[src/rtl/imem_loader.sv]
// imem_loader: boot-time instruction-memory writer.
// Collects a length-prefixed byte stream and writes 19-bit words from address 0.
//
// Ports:
//   clk, reset                  - system clock, synchronous active-high reset
//   byte_valid/byte_data/byte_ready - incoming byte stream (valid/ready)
//   imem_we/imem_addr/imem_wdata    - instruction-memory write port
//   cpu_reset                   - holds the processor in reset until load completes
//   done, error                 - sticky completion / abort flags
//
// Optional feature: define IMEM_LOADER_CHECKSUM_EN to require a trailing
// checksum byte that makes the XOR of every accepted byte equal 8'h00.

module imem_loader #(
    parameter int ADDR_W = 8
) (
    input  logic              clk,
    input  logic              reset,
    input  logic              byte_valid,
    input  logic [7:0]        byte_data,
    output logic              byte_ready,
    output logic              imem_we,
    output logic [ADDR_W-1:0] imem_addr,
    output logic [18:0]       imem_wdata,
    output logic              cpu_reset,
    output logic              done,
    output logic              error
);

    typedef enum logic [3:0] {
        S_LEN_HI,
        S_LEN_LO,
        S_B0,
        S_B1,
        S_B2,
        S_WRITE,
`ifdef IMEM_LOADER_CHECKSUM_EN
        S_CSUM,
`endif
        S_DONE,
        S_ERR
    } state_t;

    // State entered once all words are written (or N = 0).
`ifdef IMEM_LOADER_CHECKSUM_EN
    localparam state_t S_TAIL = S_CSUM;
`else
    localparam state_t S_TAIL = S_DONE;
`endif

    localparam logic [16:0] CAP = 17'(1) << ADDR_W;

    state_t state, state_n;

    logic [7:0]      len_hi;
    logic [15:0]     len;
    logic [ADDR_W:0] idx;
    logic [18:0]     word;
`ifdef IMEM_LOADER_CHECKSUM_EN
    logic [7:0]      csum;
`endif

    logic        ready_q;
    logic        we_q;
    logic        cpu_rst_q;
    logic        done_q;
    logic        err_q;

    logic        accept;
    logic [15:0] len_n;
    logic        last;
    logic        ready_n;

    assign accept = byte_valid && byte_ready;
    assign len_n  = {len_hi, byte_data};
    // Index is one bit wider than the address so N = 2^ADDR_W ends cleanly.
    assign last   = (17'(idx) + 17'd1) == 17'(len);

    always_comb begin
        state_n = state;
        unique case (state)
            S_LEN_HI: if (accept) state_n = S_LEN_LO;
            S_LEN_LO: begin
                if (accept) begin
                    if (17'(len_n) > CAP)
                        state_n = S_ERR;
                    else if (len_n == 16'd0)
                        state_n = S_TAIL;
                    else
                        state_n = S_B0;
                end
            end
            S_B0:    if (accept) state_n = S_B1;
            S_B1:    if (accept) state_n = S_B2;
            S_B2:    if (accept) state_n = S_WRITE;
            S_WRITE: state_n = last ? S_TAIL : S_B0;
`ifdef IMEM_LOADER_CHECKSUM_EN
            S_CSUM: begin
                if (accept)
                    state_n = ((csum ^ byte_data) == 8'h00) ? S_DONE : S_ERR;
            end
`endif
            S_DONE:  state_n = S_DONE;
            S_ERR:   state_n = S_ERR;
            default: state_n = S_ERR;
        endcase
    end

    always_comb begin
        ready_n = 1'b0;
        unique case (state_n)
            S_LEN_HI, S_LEN_LO, S_B0, S_B1, S_B2: ready_n = 1'b1;
`ifdef IMEM_LOADER_CHECKSUM_EN
            S_CSUM: ready_n = 1'b1;
`endif
            default: ready_n = 1'b0;
        endcase
    end

    always_ff @(posedge clk) begin
        if (reset)
            state <= S_LEN_HI;
        else
            state <= state_n;
    end

    // Outputs are flops loaded from the next state, so they hold their
    // reset values through the whole reset cycle.
    always_ff @(posedge clk) begin
        if (reset) begin
            ready_q   <= 1'b0;
            we_q      <= 1'b0;
            cpu_rst_q <= 1'b1;
            done_q    <= 1'b0;
            err_q     <= 1'b0;
        end else begin
            ready_q   <= ready_n;
            we_q      <= state_n == S_WRITE;
            cpu_rst_q <= state_n != S_DONE;
            done_q    <= state_n == S_DONE;
            err_q     <= state_n == S_ERR;
        end
    end

    always_ff @(posedge clk) begin
        if (reset) begin
            len_hi <= '0;
            len    <= '0;
            idx    <= '0;
            word   <= '0;
        end else begin
            if (accept) begin
                unique case (state)
                    S_LEN_HI: len_hi       <= byte_data;
                    S_LEN_LO: len          <= len_n;
                    S_B0:     word[18:16]  <= byte_data[2:0];
                    S_B1:     word[15:8]   <= byte_data;
                    S_B2:     word[7:0]    <= byte_data;
                    default:  ;
                endcase
            end
            if (state == S_WRITE)
                idx <= idx + 1'b1;
        end
    end

`ifdef IMEM_LOADER_CHECKSUM_EN
    always_ff @(posedge clk) begin
        if (reset)
            csum <= '0;
        else if (accept)
            csum <= csum ^ byte_data;
    end
`endif

    assign byte_ready = ready_q;
    assign imem_we    = we_q;
    assign imem_addr  = idx[ADDR_W-1:0];
    assign imem_wdata = word;
    assign cpu_reset  = cpu_rst_q;
    assign done       = done_q;
    assign error      = err_q;

endmodule

[config.mk]
export PLATFORM = sky130hd
export DESIGN_NAME = imem_loader
export DESIGN_NICKNAME = d
export VERILOG_FILES = /design/src/rtl/imem_loader.sv
export SDC_FILE = /design/constraint.sdc
export NUM_CORES = 1
export LEC_CHECK = 0
export CAP_MARGIN = 10
export CORE_MARGIN = 5
export CORE_UTILIZATION = 50
export CTS_CLUSTER_SIZE = 20
export DETAILED_ROUTE_END_ITERATION = 7
export MAX_ROUTING_LAYER = met4
export PLACE_DENSITY = 0.75
export SLEW_MARGIN = 20
export SYNTH_ARGS = -nofsm -noshare
export SYNTH_HDL_FRONTEND = slang
export SYNTH_SLANG_ARGS = --single-unit
[constraint.sdc]
create_clock -name clk -period 4.1 [get_ports clk]
set_input_delay 0.82 -clock clk [delete_from_list [all_inputs] [get_ports clk]]
set_output_delay 0.82 -clock clk [all_outputs]
set_load 0.03 [all_outputs]
==> results of run 1 <==
[metal layers]
layer / up-vias / share of wire (%) / track usage, %
li1: 1156 / - / -
met1: 1032 / 48 / 22.6
met2: 54 / 45 / 26.0
met3: 10 / 5.4 / 4.71
met4: 0 / 1.8 / 9.36
met5: - / 0 / -
[stage by stage]
step / instance area [sq um] / hold WS (ns) / util (%) / setup slack [ns] / total power [W]
after floorplan: 2760 / 0.436 / - / 1.92 / 0.000680
after global placement: 3150 / 0.446 / 57.8 / 1.13 / 0.000712
after detailed placement: 3150 / 0.447 / 57.8 / 1.05 / 0.000714
after CTS: 3340 / 0.456 / 61.4 / 1.38 / 0.00123
after global routing: 3340 / 0.479 / 61.4 / 1.13 / 0.00127
final: 3340 / 0.455 / 61.4 / 1.36 / 0.00123
[worst max-delay path by stage]
stage / slack [ns] / depth (start not counted) / end / from
2_1_floorplan: 1.92 / 6 / imem_we / byte_data[0]
3_3_place_gp: 1.13 / 8 / error / byte_valid
3_5_place_dp: 1.05 / 8 / error / byte_valid
4_1_cts: 1.38 / 8 / error / byte_valid
5_1_grt: 1.13 / 8 / error / byte_valid
6_report: 1.36 / 8 / error / byte_valid
[power by group through the flow]
stage               logic (W)  registers, W  clock network [W]
finish              0.0000872      0.000613           0.000524
floorplan           0.0000534      0.000627                  0
global route        0.0000946      0.000615           0.000560
global placement    0.0000856      0.000627                  0
CTS                 0.0000873      0.000613           0.000534
detailed placement  0.0000870      0.000627                  0
[cells in the mapped netlist (all sizes together)]
cell,n,area [sq um]
dfxtp,61,1220
nand2,50,188
nor2,38,143
a21oi,31,155
nand3,22,110
mux2i,17,170
buf,15,100
clkbuf,11,41.3
xnor2,10,87.6
xor2,6,52.6
and3,4,25.0
nor3,4,30.0
nor4,4,40.0
o21ai,4,20.0
and3b,3,26.3
nand3b,3,26.3
nor2b,3,26.3
a211oi,2,15.0
a21o,2,15.0
a31oi,2,12.5
and2,2,12.5
and4,2,20.0
inv,2,7.51
nor3b,2,15.0
o32ai,2,36.3
or3,2,12.5
a21bo,1,10.0
a221oi,1,15.0
a41oi,1,8.76
and4b,1,10.0
conb,1,3.75
ha,1,12.5
nand2b,1,6.26
nand4,1,6.26
nor4b,1,8.76
nor4bb,1,10.0
o211a,1,10.0
o2bb2ai,1,15.0
o311a,1,10.0
o31ai,1,7.51
or2,1,6.26
or4,1,11.3
[cell families (layout without fill, tap and decap cells)]
family                     Yosys count  after routing  synth area share (%)
other                                1              1                 0.136
adders and majority gates            1              1                 0.453
AOI/OAI and AO/OA                   50             50                  12.0
and+or+nand+nor                    146            146                  26.6
DFF                                 61             61                  44.2
muxes                               17             17                  6.16
xor gates and xnor gates            16             16                  5.08
buffers and inverters               28             62                  5.39
[critical path: cells and delay by family]
kind,cells,cell delay (ns)
buf+inv,2,0.79
simple gates,4,0.89
compound gates,2,0.47
[sequential cells by signal, indices dropped and copies added (netlist names), 4 cells and up]
name        count
idx             9
len            16
len_hi          8
state           4
imem_wdata     19
[layout make-up]
class	count	area, sq um
Clock inverter	4	47.5
Inverter	2	7.51
Multi-Input combinational cell	231	1400
Fill cell	501	2100
Timing Repair Buffer	44	430
Sequential cell	61	1220
Tap cell	72	90.1
Clock buffer	12	145
==> reports/qor.txt, run 1 <==
Status: complete, no violations
Number of I/O pins: 43
Post-synthesis net count: 332
FMAX: 365 MHz
All-layer global routing usage: 17.9%
Post-DRT Antenna Nets: 0
Crit-path max FO: 17
Routed WL: 6.02 mm
Largest net degree at the start of global routing: 37
Initial core utilization: 50.7%
Maxcap violations: 0
Area growth syn-to-layout: 20.9%
Deepest clock path buffer count: 2
Pre-Repair DR Iteration Count: 4
CP Data Required Time: 4.35 ns
Final std cells w/o fill: 426
GRT overflow: 0
Critical R2R Launch: byte_ready
# setup viols final: 0
CTS root buf: clkbuf_8
Relative slew margins: 55.6%
YS warnings: 0
Rows: 27
Postcts setup bufs: 0
Drt via density: 5.29
Reg-to-Reg End: error
# DRC: 0
# nets final: 361
Switching portion of total power: 23.8%
WL/cell: 14.1 um
Die area: 7110 sq um
Layout cells sized above 1: 8.19%
Post-Synthesis Cells: 320
Initial antenna violation count: 0
LEAKAGE: 1.23 nW
Internal: 0.000933 W
Final Cycle Share: 66.9%
Post-CTS Hold Buffers: 0
Post-CTS sizing: 0
Slowest cell on the critical path: clkdlybuf4s50_1
Post-DP HPWL: 4.18 mm
CTS Buf Count: 9
Critical path's largest stage delay: 0.55 ns
Worst vdd ir: 0.000265 V
Hold Path End: len[15]
CORE AREA: 5440 sq um
Reg2reg setup slack: 1.91 ns
Drt first-iter violations: 151
WP data arrival: 2.99 ns
Worst Skew: 0.00868 ns
Clk Latency, worst-skew pair: 0.33 ns
Fin crit period: 2.74 ns
Most frequent cells in the layout: dfxtp_1 (61), nand2_1 (50), clkdlybuf4s50_1 (41), nor2_1 (38), a21oi_1 (31)
Worst slew pin tran: 0.663 ns
Critical Path Source Type: input pin
Worst hold-check path type: register to register
Gate power share: 7.1%
Sequential power share: 50.1%
R2r worst-path depth: 7
PD cells: 367 nW/um^2
Seq/Total Area, Yosys: 44.2%
Post-synthesis cell area: 2760 sq um
Sw Pwr: 0.000292 W
Final max-slew violation count: 0
Input/output buffers: 42
Crit Path Class: input pin to register
Vias in the first global route: 2135
DP Cell Count: 410
Gp weighted congestion: 0.865
First-pass GRT wire length: 9.98 mm
Vert. Die Dim: 84.3 um
Cell variety after synth: 51
Final hold vios: 0
Die W: 84.3 um
# H-tree levels: 3
Vias: 2252
WHS Path Cells: 2
Clk sinks: 61
Cells along the critical path: clkdlybuf4s50_1, nor4bb_2, buf_4, nand2_1, a31oi_1, nor3_2, o32ai_4, nor3b_1
CTS tree: yes
CP endpoint kind: register
Reg clk slew, reported paths: 0.07 ns
Clk network pwr share: 42.8%
# diodes: 0
RSZ-0062 raised after global routing: no
Worst hold path startpoint: len[15]
Syn_area_per_cell: 8.63 sq um
Synthesis-stage register bit count: 61
Setup_tns: 0 ns
Most common cell after layout, fill and taps aside: dfxtp_1
Power figures use the tool's default switching activity.
==> inputs of run 2 (changes only) <==
CORE_UTILIZATION = 48   (was 50)
clock period = 2.48 ns   (was 4.1 ns; I/O delays follow)
==> run 2 against run 1 <==
  * Routed wire length grew 2.7%
  * Total power grew 59%
  * Setup slack lost 0.99 ns
  * Non-clock buffer count grew 15
  * Clock power grew 46%
  * Sequential share of layout area shrank 1.0 points
  * Hold slack gained 0.00058 ns
  * Combinational power grew 82%
  * Sequential cell count is the same
  * Largest cell class unchanged
==> reports/qor.txt, run 2 (synthesis results as in run 1) <==
Worst vdd ir: 0.000358 V
Layout cells sized above 1: 11.7%
LEAKAGE: 1.30 nW
Vias in the first global route: 2212
Final max-slew violation count: 0
Largest net degree at the start of global routing: 36
Critical Path Source: byte_data[0]
Slowest cell on the critical path: clkdlybuf4s50_1
Total power: 0.00194 W
Initial core utilization: 49.8%
Setup_tns: 0 ns
Metal2 WL: 2.74 mm
# setup viols final: 0
Critical path's largest stage delay: 0.42 ns
WP data arrival: 2.34 ns
Die W: 85.8 um
CP Data Required Time: 2.71 ns
Post-DP HPWL: 4.38 mm
Worst Skew: 0.00747 ns
Number of I/O pins: 43
Most frequent cells in the layout: dfxtp_1 (61), nand2_1 (50), clkdlybuf4s50_1 (41), nor2_1 (38), a21oi_1 (31)
Reg clk slew, reported paths: 0.06 ns
Rows: 27
Post-DRT Antenna Nets: 0
Pre-Repair DR Iteration Count: 4
Area growth syn-to-layout: 24.5%
Initial antenna violation count: 0
Crit-path max FO: 3
Input/output buffers: 42
CTS tree: yes
Post-CTS sizing: 0
Worst hold-check path type: register to register
Register area: 1220 sq um
Max reg flops: 19
Fill cells: 501
CORE AREA: 5540 sq um
Met3 WL post-DR: 307 um
CTS root buf: clkbuf_8
FMAX: 474 MHz
Drt first-iter violations: 127
# DRC: 0
GRT overflow: 0
# diodes: 0
Status: complete, no violations
Worst setup path end: imem_we
Post-CTS Hold Buffers: 0
R2r worst-path depth: 7
Reg-to-Reg End: error
Deepest clock path buffer count: 2
Met1 wire length: 3.00 mm
Vias: 2313
Area taken by multi-input logic gates: 1400 sq um
Clk Latency, worst-skew pair: 0.33 ns
# nets final: 376
Final hold vios: 0
Die area: 7370 sq um
CTS Buf Count: 9
# H-tree levels: 3
All-layer global routing usage: 18.1%
WHS Path Cells: 2
Gp weighted congestion: 0.866
PD cells: 565 nW/um^2
Reg2reg setup slack: 0.45 ns
Routed WL: 6.18 mm
WL/cell: 14.1 um
Highest metal used: met4
Final Cycle Share: 85.1%
Postcts setup bufs: 0
RSZ-0062 raised after global routing: no
Drt via density: 5.27
First-pass GRT wire length: 10.3 mm
Crit Path Class: input pin to register
Fin crit period: 2.11 ns
Maxcap violations: 0
Critical R2R Launch: idx[0]
Vert. Die Dim: 85.8 um
Most common cell after layout, fill and taps aside: dfxtp_1
Clk sinks: 61
CP endpoint kind: register
Cells along the critical path: clkdlybuf4s50_1, nor4_1, a21bo_2, a41oi_1, o211a_1, nor3_2, and3b_1
Critical Path Source Type: input pin
-- run 2: changes by cell type in the layout (fill, tap and decap cells not counted) --
cell and change:
clkbuf_1 -1, buf_4 +14, clkbuf_8 +1, bufinv_16 -1, buf_12 +1, clkinvlp_4 -1
-- run 2: where the power goes --
part	switching (W)	internal [W]	total [W]
Combinational	0.0000879	0.0000715	0.000159
Clock	0.000364	0.000403	0.000767
Sequential	0.0000207	0.000994	0.00102
Total	0.000473	0.00147	0.00194
-- run 2: critical path, delay by kind of cell --
kind | cells | cell delay (ns)
buffers and inverters | 1 | 0.42
AOI/OAI and AO/OA | 3 | 0.62
and+or+nand+nor | 3 | 0.81
-- run 2: routing by layer --
layer | vias up | global-route usage (%)
li1 | 1182 | -
met2 | 59 | 26.8
met4 | 0 | 8.06
met1 | 1061 | 23.8
met3 | 11 | 3.65
met5 | - | -
-- run 2: through the flow --
step	hold slack (ns)	cells	worst slack, ns	cell area, sq um	util [%]
2_1_floorplan	0.436	320	0.614	2760	-
3_3_place_gp	0.445	425	0.0556	3270	59.0
3_5_place_dp	0.448	425	0.0235	3270	59.0
4_1_cts	0.456	439	0.377	3440	62.0
5_1_grt	0.479	439	0.278	3440	62.0
6_report	0.455	439	0.368	3440	62.0
-- run 2: area by class of cell --
type	count	area share (%)
clock inverters	2	0.291
inverters	2	0.218
multi-input cells	231	40.6
clock buffers	12	4.52
flip-flops and latches	61	35.5
repair buffers	59	16.2
well taps	72	2.62
-- run 2: worst min-delay path by stage --
stage                              start             end  slack [ns]
after floorplan                  len[15]         len[15]        0.44
after detailed placement         len[10]         len[10]        0.45
after global routing      imem_wdata[18]  imem_wdata[18]        0.48
final                            len[12]         len[12]        0.46
after global placement           len[12]         len[12]        0.44
after CTS                        len[10]         len[10]        0.46
==> inputs of run 3 (changes only) <==
CTS_CLUSTER_SIZE = 24   (was 20)
==> results of run 3 <==
Same layout as run 2: the final DEF is identical, and so are final timing and power.
